<file path="src/rtl/line_clear_ctrl.sv">
// Post-lock board sweep: removes full rows bottom-up, compacts survivors downward, zero-fills the top.
// Optional scoring enabled by defining LINE_CLEAR_SCORE_EN; otherwise score is tied to zero.
module line_clear_ctrl #(
    parameter int unsigned ROWS = 20,
    parameter int unsigned COLS = 10,
    parameter int unsigned AW   = 5
) (
    input  logic            clk,
    input  logic            rst,
    input  logic            refresh,
    output logic            refresh_done,
    output logic            busy,
    output logic [AW-1:0]   ram_addr,
    output logic            ram_wr_en,
    output logic [COLS-1:0] ram_wr_data,
    input  logic [COLS-1:0] ram_rd_data,
    output logic [AW:0]     lines_last,
    output logic [15:0]     lines_total,
    output logic [15:0]     score
);
    localparam int unsigned NW = AW + 1;

    typedef enum logic [2:0] {S_IDLE, S_RD, S_CHK, S_ZFILL, S_DONE} state_t;

    state_t          state, state_nxt;
    logic [AW-1:0]   r, r_nxt, w, w_nxt, z, z_nxt;
    logic [NW-1:0]   n, n_nxt;
    logic            row_full;
    logic            enter_done;

    assign row_full   = &ram_rd_data;
    assign enter_done = (state_nxt == S_DONE);

    always_ff @(posedge clk or posedge rst) begin
        if (rst) begin
            state        <= S_IDLE;
            r            <= '0;
            w            <= '0;
            z            <= '0;
            n            <= '0;
            busy         <= 1'b0;
            refresh_done <= 1'b0;
        end else begin
            state        <= state_nxt;
            r            <= r_nxt;
            w            <= w_nxt;
            z            <= z_nxt;
            n            <= n_nxt;
            busy         <= (state_nxt != S_IDLE);
            refresh_done <= enter_done;
        end
    end

    // Next state, pointer updates and the combinational RAM port decode
    always_comb begin
        state_nxt   = state;
        r_nxt       = r;
        w_nxt       = w;
        z_nxt       = z;
        n_nxt       = n;
        ram_addr    = '0;
        ram_wr_en   = 1'b0;
        ram_wr_data = '0;
        case (state)
            S_IDLE: begin
                if (refresh) begin
                    r_nxt     = AW'(ROWS - 1);
                    w_nxt     = AW'(ROWS - 1);
                    n_nxt     = '0;
                    state_nxt = S_RD;
                end
            end
            S_RD: begin
                ram_addr  = r;
                state_nxt = S_CHK;
            end
            S_CHK: begin
                ram_addr = r;
                if (row_full) begin
                    n_nxt = n + NW'(1);
                end else begin
                    if (w != r) begin
                        ram_addr    = w;
                        ram_wr_en   = 1'b1;
                        ram_wr_data = ram_rd_data;
                    end
                    // w only reaches 0 on the final row, where it is never used again
                    if (w != '0) w_nxt = w - AW'(1);
                end
                if (r == '0) begin
                    if (n_nxt != '0) begin
                        z_nxt     = AW'(n_nxt - NW'(1));
                        state_nxt = S_ZFILL;
                    end else begin
                        state_nxt = S_DONE;
                    end
                end else begin
                    r_nxt     = r - AW'(1);
                    state_nxt = S_RD;
                end
            end
            S_ZFILL: begin
                ram_addr  = z;
                ram_wr_en = 1'b1;
                if (z == '0) state_nxt = S_DONE;
                else         z_nxt     = z - AW'(1);
            end
            S_DONE: begin
                state_nxt = S_IDLE;
            end
            default: begin
                state_nxt = S_IDLE;
            end
        endcase
    end

    // Clear statistics, captured on the edge entering DONE
    always_ff @(posedge clk or posedge rst) begin
        if (rst) begin
            lines_last  <= '0;
            lines_total <= '0;
        end else if (enter_done) begin
            lines_last  <= n_nxt;
            lines_total <= lines_total + 16'(n_nxt);
        end
    end

`ifdef LINE_CLEAR_SCORE_EN
    logic [15:0] score_inc;
    logic [16:0] score_sum;

    always_comb begin
        score_inc = 16'd0;
        case (n_nxt)
            NW'(0):  score_inc = 16'd0;
            NW'(1):  score_inc = 16'd1;
            NW'(2):  score_inc = 16'd3;
            NW'(3):  score_inc = 16'd5;
            default: score_inc = 16'd8;
        endcase
    end

    assign score_sum = 17'(score) + 17'(score_inc);

    // Saturating accumulate
    always_ff @(posedge clk or posedge rst) begin
        if (rst) begin
            score <= '0;
        end else if (enter_done) begin
            score <= score_sum[16] ? 16'hFFFF : score_sum[15:0];
        end
    end
`else
    assign score = '0;
`endif

endmodule

</file>
<file path="config.mk">
export PLATFORM = sky130hd
export DESIGN_NAME = line_clear_ctrl
export DESIGN_NICKNAME = d
export VERILOG_FILES = /design/src/rtl/line_clear_ctrl.sv
export SDC_FILE = /design/constraint.sdc
export NUM_CORES = 1
export LEC_CHECK = 0
export CORE_MARGIN = 10
export CORE_UTILIZATION = 30
export DETAILED_ROUTE_END_ITERATION = 16
export DONT_BUFFER_PORTS = 1
export PLACE_DENSITY = 0.41
export SETUP_SLACK_MARGIN = 0.5
export SLEW_MARGIN = 20
export SYNTH_ARGS = -nofsm -noshare
export SYNTH_HDL_FRONTEND = slang
export SYNTH_SLANG_ARGS = --single-unit
</file>
<file path="constraint.sdc">
create_clock -name clk -period 6.45 [get_ports clk]
set_input_delay 0.9675 -clock clk [delete_from_list [all_inputs] [get_ports clk]]
set_output_delay 0.9675 -clock clk [all_outputs]
set_load 0.02 [all_outputs]
</file>
==> reports/summary.txt, run 1 <==
status -> finished clean
largest net degree at the start of global routing -> 49
CP required -> 6.66 ns
CTS tree -> done
area grow syn2layout -> 6.28%
Worst Skew -> 0.00597 ns
Die Span Y -> 126 um
cells along the critical path -> nand4_2, nor3_4, nor2_1, o21ai_0, o21ai_0, ha_1, fa_1, a21o_1, a21o_1, a21o_1, a21o_1, o21ai_1, xnor2_1
leading area contributor after synthesis -> dfrtp_1
Final Max Tran Viols -> 0
Worst-Skew Late Latency -> 0.29 ns
Worst Tran Pin Value -> 0.967 ns
compound-gate portion of the synthesized area -> 14.0%
Worst Hold Class -> flop to flop
initial DRC count -> 138
most common cell after layout, fill and taps aside -> dfrtp_1
maximum vdd drop -> 0.124 mV
Placed Area -> 0.00342 mm2
Starting Density -> 30.8%
CTS root buf -> clkbuf_16
XOR/XNOR Fraction of Synth Area -> 7.29%
Crit path max-delay family -> compound AO/OA/AOI/OAI gates
RSZ-0062 raised after global routing -> no
antenna cells -> 0
wire per inst -> 17.7 um
YS warnings -> 0
Max FO, Critical Path -> 13
Slowest-stage cell, CP -> nor3_4
Leak -> 1.66 nW
All-Layer GR Usage -> 10.8%
CP endpoint kind -> flop
adder-cell share of the synthesized area -> 4.68%
min cycle time layout -> 3.79 ns
area share of the largest cell type after synthesis -> 35.7%
Setup Buffers After CTS -> 0
Arr. time, crit path -> 4.01 ns
DIE AREA -> 0.0159 mm2
IO Count -> 69
residual DRC count -> 0
Post-Route WL -> 8590 um
Post-synth top flop -> dfrtp_1
FF+latch count, synth -> 48
vias -> 2,444
Synth Instances -> 352
CTS resizes -> 0
Initial DRT Pass Iterations -> 4
Max-Cap Viols -> 0
cts bufs inserted -> 5
share of cells above drive strength 1 -> 12.1%
crit path kind -> input pin to flop
grt ovf -> 0
first-pass GRT wire length -> 14,100 um
Hold Worst Slack -> 0.572 ns
Routed Antenna Nets -> 0
crit-path max cell delay -> 0.53 ns
hold violation total from the final report -> 0
most frequent cells in the layout -> dfrtp_1 (48), nor2_1 (33), nand2_1 (22), xnor2_1 (17), conb_1 (16)
Placer Congestion -> 0.817
Die X -> 126 um
Clock transition at path regs -> 0.07 ns
syn_area_per_cell -> 9.56 um2
CP dominant cell by count -> a21o_1
vias in the first global route -> 2,484
vias per inst -> 5.03
antenna violations before repair -> 0
fin area -> 0.00358 mm2
Yosys cell types -> 65
CORE AREA -> 0.0109 mm2
Final Cycle Share -> 58.8%
Buf+Inv Stages, Crit Path -> 0
H-Tree Depth -> 2
Post-Syn Area -> 0.00337 mm2
Startpoint Class -> input pin
Async SR Flop Fraction -> 100%
largest family of logic cells by synthesized area -> simple AND/OR/NAND/NOR gates
Post-synth EDFFs -> 0
CTS Hold Buffers Added -> 0
Max-slew headroom -> 35.0%
final setup fails -> 0
Setup TNS Final -> 0 ns
nets@finish -> 370
pwr dens -> 301 mW/mm2
CTS Buffer Depth -> 2
PortBufs -> 0
Num Clock Sinks -> 48
row count -> 38
simple-gate area share of the yosys netlist -> 22.8%
post-synthesis mux area share -> 8.85%
sequential area share after synthesis -> 35.7%
top area cells in the synthesized netlist -> dfrtp_1 (36%), xnor2_1 (4.4%), ha_1 (4.1%)
fmax -> 264 MHz
DPL Wire Length -> 6500 um
[area by class of cell]
class                   count  area (um2)
clock inverters             2        13.8
multi-input cells         280        2010
fillers                  1147        7360
flip-flops and latches     48        1200
inverters                   9        33.8
repair buffers              1        7.51
clock buffers               6         139
well taps                 140         175
[final timing paths]
kind                             endpoint  cells after the start  slack, ns      startpoint
min reg2reg                          z[4]                      1       0.57            z[4]
max                        lines_total[6]                     13       2.66  ram_rd_data[7]
max reg2reg                lines_total[6]                     12       2.98        state[2]
min                                  z[4]                      1       0.57            z[4]
min in group asynchronous  lines_total[8]                      2       0.72             rst
max in group asynchronous            busy                      2       5.29             rst
[sequential cells by signal, indices dropped and copies added (netlist names)]
| signal | count |
|---|---|
| state | 3 |
| w | 5 |
| busy | 1 |
| lines_total | 16 |
| n | 6 |
| lines_last | 6 |
| refresh_done | 1 |
| z | 5 |
| r | 5 |
[synth_stat cells (all sizes together) (4+ instances only)]
master and n:
nor2 34, nand2b 5, a21o 7, clkbuf 8
o2111ai 4, buf 22, a22o 4, nand4 6
o21ai 15, xnor2 17, ha 11, o31ai 6
nor4 6, nand2 22, inv 9, a21oi 12
mux2 16, xor2 11, nand3 13, and2 12
dfrtp 48, a211o 4, mux2i 8, nor3 14
[metal layers]
layer	vias to the layer above	part of all wire, %	GRT usage [%]
met3	7	7.9	4.11
met5	-	0	0
met1	1163	48	14.4
li1	1211	-	-
met2	63	43	15.9
met4	0	0.91	2.81
[metrics by stage]
step,power [W],std cells,utilization (%),setup slack [ns]
2_1_floorplan,0.000727,367,-,3.05
3_3_place_gp,0.000812,478,31.3,2.32
3_5_place_dp,0.000807,478,31.3,2.30
4_1_cts,0.00109,486,32.7,2.61
5_1_grt,0.00116,486,32.7,2.33
6_report,0.00108,486,32.7,2.66
[logic make-up (layout without fill, tap and decap cells)]
group                      after synthesis  in the layout
and+or+nand+nor                        133            133
AOI/OAI and AO/OA                       67             67
DFF                                     48             48
buffers and inverters                   39             18
xor gates and xnor gates                28             28
muxes                                   24             24
adders and majority gates               12             12
other                                    1             16
[report_power, final]
| part | switching (W) | internal [W] | leakage [nW] |
|---|---|---|---|
| logic | 0.000259 | 0.000137 | 0.956 |
| registers | 0.0000702 | 0.000336 | 0.630 |
| clock network | 0.000119 | 0.000155 | 0.0772 |
(Power assumes the default switching activity.)
==> run 2, diff against run 1 <==
--- a/config.mk
+++ b/config.mk
@@ -9,7 +9,7 @@
 export CORE_UTILIZATION = 30
 export DETAILED_ROUTE_END_ITERATION = 16
 export DONT_BUFFER_PORTS = 1
-export PLACE_DENSITY = 0.41
+export PLACE_DENSITY = 0.42
 export SETUP_SLACK_MARGIN = 0.5
 export SLEW_MARGIN = 20
 export SYNTH_ARGS = -nofsm -noshare
==> constraint.sdc (replaced) <==
create_clock -name clk -period 3.2 [get_ports clk]
set_input_delay 0.48 -clock clk [delete_from_list [all_inputs] [get_ports clk]]
set_output_delay 0.48 -clock clk [all_outputs]
set_load 0.02 [all_outputs]
==> run 2 against run 1 <==
Total power grew 140%; sequential power increased by 94%; global-route usage rose by 0.76 points; via count is 12% higher; sequential cell count stayed put; worst hold slack got worse by 0.41 ns; final area increased by 23%; sequential share of layout area decreased by 6.2 points; clock-buffer cell count down 1; critical endpoint is now lines_total[9]; largest cell class unchanged; largest power group is now combinational logic.
==> reports/summary.txt, run 2 (synthesis gave the netlist of run 1 again) <==
fmax -> 368 MHz
Max-Cap Viols -> 0 (unchanged)
largest registers -> lines_total x16, lines_last x6, n x6 (unchanged)
Die X -> 126 um (unchanged)
DPL Wire Length -> 6920 um (was 6500 um)
wire per inst -> 17.2 um (was 17.7 um)
final setup fails -> 0 (unchanged)
CP endpoint kind -> flop (unchanged)
maximum vdd drop -> 0.302 mV (was 0.124 mV)
CTS Buffer Depth -> 2 (unchanged)
IO Count -> 69 (unchanged)
CORE AREA -> 0.0109 mm2 (unchanged)
min cycle time layout -> 2.71 ns
H-Tree Depth -> 2 (unchanged)
max FFs per register -> 16 (unchanged)
RR Endpoint -> lines_total[9] (was lines_total[6])
Leak -> 2.01 nW (was 1.66 nW)
RSZ-0062 raised after global routing -> yes (was no)
Worst Reg2Reg Path Length in Cells -> 14 (was 12)
All-Layer GR Usage -> 11.6% (was 10.8%)
CTS root buf -> clkbuf_16 (unchanged)
share of cells above drive strength 1 -> 35.7% (was 12.1%)
cts bufs inserted -> 5 (unchanged)
Startpoint Class -> flop (was input pin)
Max-slew headroom -> 51.2% (was 35.0%)
Initial DRT Pass Iterations -> 4 (unchanged)
nets@finish -> 430 (was 370)
initial DRC count -> 86 (was 138)
grt ovf -> 0 (unchanged)
pwr dens -> 588 mW/mm2 (was 301 mW/mm2)
crit path kind -> flop to flop (was input pin to flop)
Final Non-Filler Cells -> 546 (was 486)
vias in the first global route -> 2,744 (was 2,484)
Die Span Y -> 126 um (unchanged)
residual DRC count -> 0 (unchanged)
CTS Hold Buffers Added -> 0 (unchanged)
Max FO, Critical Path -> 6 (was 13)
most common cell after layout, fill and taps aside -> buf_4 (was dfrtp_1)
RR Startpoint -> state[0] (was state[2])
Clock transition at path regs -> 0.07 ns (about the same)
R2R setup slack -> 0.49 ns (was 2.98 ns)
DIE AREA -> 0.0159 mm2 (unchanged)
largest net degree at the start of global routing -> 32 (was 49)
Worst Skew -> 0.00862 ns (was 0.00597 ns)
Fillers -> 1,086 (was 1,147)
most frequent cells in the layout -> buf_4 (56), dfrtp_1 (46), nor2_1 (29) (was dfrtp_1 (48), nor2_1 (33), nand2_1 (22), xnor2_1 (17), conb_1 (16))
Routed Antenna Nets -> 0 (unchanged)
Arr. time, crit path -> 2.89 ns (was 4.01 ns)
antenna cells -> 0 (unchanged)
Final Cycle Share -> 84.8%
Final WS setup -> 0.485 ns (was 2.66 ns)
status -> finished clean (unchanged)
area grow syn2layout -> 30.4% (was 6.28%)
Worst-Skew Late Latency -> 0.30 ns (was 0.29 ns)
Num Clock Sinks -> 48 (unchanged)
Setup TNS Final -> 0 ns (unchanged)
Worst Tran Pin Value -> 0.730 ns (was 0.967 ns)
first-pass GRT wire length -> 15,200 um (was 14,100 um)
vias per inst -> 5.02 (was 5.03)
Top reg by flops -> lines_total (unchanged)
Post-Route WL -> 9410 um (was 8590 um)
Final Max Tran Viols -> 0 (unchanged)
Starting Density -> 30.8% (unchanged)
Worst Hold Class -> input pin to asynchronous set/reset pin (was flop to flop)
Placed Cells -> 505 (was 478)
CTS tree -> done (unchanged)
row count -> 38 (unchanged)
CP required -> 3.38 ns (was 6.66 ns)
antenna violations before repair -> 0 (unchanged)
post-place setup slack -> 0.0743 ns (was 2.30 ns)
Placer Congestion -> 0.825 (was 0.817)
PortBufs -> 0 (unchanged)
hold violation total from the final report -> 0 (unchanged)
vias -> 2,741 (was 2,444)
## run 2: changes by cell type in the layout (fill, tap and decap cells not counted), moves of 4 or more
cell     delta
ha_4        +4
nand2_1     -6
buf_4      +55
ha_1        -6
o31ai_1     -4
buf_6       +5
nor2_1      -4
o21ai_2     +8
nand2_2     +6
o21ai_0     -7
## run 2: final cells by class
type / instances / area [um2] / area share [%]
flip-flops and latches: 48 / 1200 / 27.4
inverters: 9 / 33.8 / 0.769
clock inverters: 3 / 68.8 / 1.57
well taps: 140 / 175 / 3.99
repair buffers: 61 / 477 / 10.9
clock buffers: 5 / 125 / 2.85
multi-input cells: 280 / 2310 / 52.6
## run 2: where the power goes
part | switching (W) | internal [W] | total (W) | leakage (nW)
combinational | 0.000640 | 0.000448 | 0.00109 | 1.28
clock | 0.000255 | 0.000451 | 0.000706 | 0.0944
sequential | 0.000109 | 0.000680 | 0.000789 | 0.627
## run 2: layer usage
metal | part of all wire (%) | global-route usage, % | vias to the layer above
li1 | - | - | 1336
met1 | 46 | 15.0 | 1344
met2 | 47 | 18.1 | 55
met3 | 6.5 | 3.69 | 6
met4 | 1.0 | 2.95 | 0
met5 | 0 | 0 | -
## run 2: worst max path at each step
stage,start,end,cells past startpoint
after floorplan,ram_rd_data[4],lines_total[15],13
after global placement,ram_rd_data[4],lines_total[14],13
after detailed placement,ram_rd_data[8],lines_total[15],13
after CTS,n[1],lines_total[10],11
after global routing,n[1],lines_total[15],14
final,state[0],lines_total[9],14
## run 2: critical path, cell delays in order (launching register included)
cell	delay, ns
dfrtp_2	0.44
or3b_4	0.49
buf_6	0.16
a31oi_2	0.15
o21ai_2	0.09
o31ai_4	0.09
ha_4	0.20
nor3_1	0.05
nor2_1	0.14
nand3_1	0.11
o31ai_2	0.24
buf_4	0.16
buf_4	0.10
nand2_2	0.04
xnor2_1	0.13
## run 2: repair_timing
| item | 4_1_cts | 5_1_grt |
|---|---|---|
| resized for setup | 33 | 31 |
| pin swaps | 20 | 33 |
| endpoints found under the hold margin | 0 | 0 |
| buffers inserted | 21 | 12 |
| endpoints found under the setup margin | 26 | 26 |
## run 2: stage by stage
step / utilization [%] / hold slack [ns] / total power, W / cell area (um2)
floorplan: - / 0.476 / 0.00147 / 3450
global route: 40.1 / 0.213 / 0.00275 / 4390
global placement: 33.3 / 0.496 / 0.00171 / 3640
finish: 40.1 / 0.160 / 0.00258 / 4390
CTS: 37.9 / 0.184 / 0.00254 / 4140
detailed placement: 33.3 / 0.510 / 0.00170 / 3640
==> run 3, diff against run 2 <==
--- a/config.mk
+++ b/config.mk
@@ -9,7 +9,7 @@
 export CORE_UTILIZATION = 30
 export DETAILED_ROUTE_END_ITERATION = 16
 export DONT_BUFFER_PORTS = 1
-export PLACE_DENSITY = 0.42
+export PLACE_DENSITY = 0.41
 export SETUP_SLACK_MARGIN = 0.5
 export SLEW_MARGIN = 20
 export SYNTH_ARGS = -nofsm -noshare
==> constraint.sdc (replaced) <==
create_clock -name clk -period 2.5 [get_ports clk]
set_input_delay 0.375 -clock clk [delete_from_list [all_inputs] [get_ports clk]]
set_output_delay 0.375 -clock clk [all_outputs]
set_load 0.02 [all_outputs]
==> run 3 against run 2 <==
The flow now finishes with violations (setup timing); clock skew decreased by 0.0036 ns; clock-buffer cell count increased by 1; setup slack got worse by 0.70 ns; sequential share of layout area decreased by 3.2 points.
==> reports/summary.txt, run 3 (synthesis gave the netlist of run 1 again) <==
status -> finished with violations (was finished clean)
failing checks -> setup timing
Buf+Inv Stages, Crit Path -> 3 (unchanged)
Max FO, Critical Path -> 6 (unchanged)
nets@finish -> 481 (was 430)
crit-path max cell delay -> 0.45 ns (was 0.49 ns)
vias per inst -> 4.95 (was 5.02)
Worst Reg2Reg Path Length in Cells -> 14 (unchanged)
vias in the first global route -> 2,962 (was 2,744)
H-Tree Depth -> 2 (unchanged)
Placed Area -> 0.00398 mm2 (was 0.00364 mm2)
row count -> 38 (unchanged)
Die Span Y -> 126 um (unchanged)
antenna cells -> 0 (unchanged)
PortBufs -> 0 (unchanged)
CORE AREA -> 0.0109 mm2 (unchanged)
cts bufs inserted -> 5 (unchanged)
Top reg by flops -> lines_total (unchanged)
Final Non-Filler Cells -> 596 (was 546)
pwr dens -> 718 mW/mm2 (was 588 mW/mm2)
area grow syn2layout -> 48.0% (was 30.4%)
wire per inst -> 17.3 um (was 17.2 um)
CP endpoint kind -> flop (unchanged)
Final Cycle Share -> 109% (was 84.8%)
DPL Wire Length -> 7250 um (was 6920 um)
Crit path max-delay family -> simple AND/OR/NAND/NOR gates (unchanged)
fin area -> 0.00498 mm2 (was 0.00439 mm2)
Worst-Skew Late Latency -> 0.29 ns (was 0.30 ns)
CTS Buffer Depth -> 2 (unchanged)
Net Sw Frac -> 39.7% (was 38.9%)
Starting Density -> 30.8% (unchanged)
CTS root buf -> clkbuf_16 (unchanged)
Clock Power Share -> 18.4% (was 27.3%)
final setup fails -> 24 (was 0)
Max-slew headroom -> 56.9% (was 51.2%)
residual DRC count -> 0 (unchanged)
Arr. time, crit path -> 2.89 ns (about the same)
max FFs per register -> 16 (unchanged)
CP dominant cell by count -> buf_4 (unchanged)
RSZ-0062 raised after global routing -> yes (unchanged)
grt ovf -> 0 (unchanged)
cells along the critical path -> or3b_4, buf_4, a31oi_4, o21ai_2, o31ai_4, ha_2, nor3_1, nor2_1, buf_4, nand3_2, o31ai_2, buf_4, nand4_1, xnor2_1 (was or3b_4, buf_6, a31oi_2, o21ai_2, o31ai_4, ha_4, nor3_1, nor2_1, nand3_1, o31ai_2, buf_4, buf_4, nand2_2, xnor2_1)
Final Max Tran Viols -> 0 (unchanged)
Placer Congestion -> 0.806 (was 0.825)
CTS tree -> done (unchanged)
first-pass GRT wire length -> 16,100 um (was 15,200 um)
crit path kind -> flop to flop (unchanged)
Routed Antenna Nets -> 0 (unchanged)
most common cell after layout, fill and taps aside -> buf_4 (unchanged)
All-Layer GR Usage -> 12.2% (was 11.6%)
Slowest-stage cell, CP -> or3b_4 (unchanged)
DIE AREA -> 0.0159 mm2 (unchanged)
maximum vdd drop -> 0.496 mV (was 0.302 mV)
Num Clock Sinks -> 48 (unchanged)
Psw -> 0.00142 W (was 0.00100 W)
Placed Cells -> 545 (was 505)
IO Count -> 69 (unchanged)
vias -> 2,953 (was 2,741)
CP Depth -> 14 (unchanged)
Leak -> 2.33 nW (was 2.01 nW)
fmax -> 368 MHz (about the same)
Initial DRT Pass Iterations -> 4 (unchanged)
antenna violations before repair -> 0 (unchanged)
Gate power share -> 53.5% (was 42.1%)
Final WS setup -> -0.219 ns (was 0.485 ns)
largest net degree at the start of global routing -> 49 (was 32)
Post-Route WL -> 10,300 um (was 9410 um)
Int Power -> 0.00215 W (was 0.00158 W)
CTS Hold Buffers Added -> 0 (unchanged)
Clock transition at path regs -> 0.07 ns (about the same)
initial DRC count -> 116 (was 86)
Worst Hold Class -> input pin to asynchronous set/reset pin (unchanged)
share of cells above drive strength 1 -> 49.3% (was 35.7%)
most frequent cells in the layout -> buf_4 (91), dfrtp_1 (46), nor2_1 (27), buf_6 (19) (was buf_4 (56), dfrtp_1 (46), nor2_1 (29))
Max-Cap Viols -> 0 (unchanged)
Startpoint Class -> flop (unchanged)
largest registers -> lines_total x16, lines_last x6, n x6 (unchanged)
min cycle time layout -> 2.72 ns (was 2.71 ns)
Worst Skew -> 0.00500 ns (was 0.00862 ns)
Flop pwr share -> 28.1% (was 30.5%)
Worst Tran Pin Value -> 0.646 ns (was 0.730 ns)
CP required -> 2.67 ns (was 3.38 ns)
Die X -> 126 um (unchanged)
hold violation total from the final report -> 0 (unchanged)
run 3: cell count changes in the layout (fill, tap and decap cells not counted), moves of 4 or more:
cell,previous run,this run
a21oi_1,10,6
and2_1,12,1
xnor2_2,0,4
buf_6,5,19
and2_4,0,11
buf_4,56,91
run 3: cell type report:
class,count,area [um2]
clock inverters,1,5.00
flip-flops and latches,48,1200
repair buffers,112,932
clock buffers,6,129
well taps,140,175
fillers,1077,5960
inverters,9,33.8
multi-input cells,280,2500
run 3: power groups by stage:
stage                     clock network, W  registers [W]  logic [W]
after CTS                         0.000682       0.000992    0.00167
after detailed placement                 0        0.00100    0.00133
after floorplan                          0       0.000965   0.000960
after global routing              0.000718        0.00102    0.00207
final                             0.000658        0.00100    0.00191
after global placement                   0        0.00100    0.00134
run 3: stage by stage:
stage / setup WS, ns / hold slack [ns] / setup TNS (ns) / utilization [%] / total power, W
finish: -0.219 / 0.148 / -1.89 / 45.5 / 0.00357
global route: -0.413 / 0.197 / -5.03 / 45.5 / 0.00380
CTS: -0.257 / 0.176 / -1.95 / 41.5 / 0.00335
detailed placement: -0.387 / 0.492 / -7.82 / 36.4 / 0.00233
global placement: -0.365 / 0.484 / -7.14 / 36.4 / 0.00234
floorplan: -0.255 / 0.476 / -1.96 / - / 0.00192
run 3: what timing repair did:
action,in CTS,in global routing
setup buffers,20,23
resized for setup,66,51
setup endpoints to repair,47,54
pin swaps,29,38
gates cloned,1,0
run 3: path summary, 6_finish.rpt:
check / startpoint / to / slack [ns]
hold / removal: rst / lines_last[4] / 0.15
setup / recovery: state[2] / lines_total[15] / -0.22
min in group clk: refresh / busy / 0.23
hold reg to reg: z[4] / z[4] / 0.54
max in group asynchronous: rst / w[1] / 1.89
setup reg to reg: state[2] / lines_total[15] / -0.22
run 3: layer usage:
layer	track usage [%]	up-vias	wire (um)
met5	0	-	0
met4	2.21	0	70
met3	4.32	7	650
met2	19.2	60	4880
met1	15.8	1447	4680
li1	-	1439	-
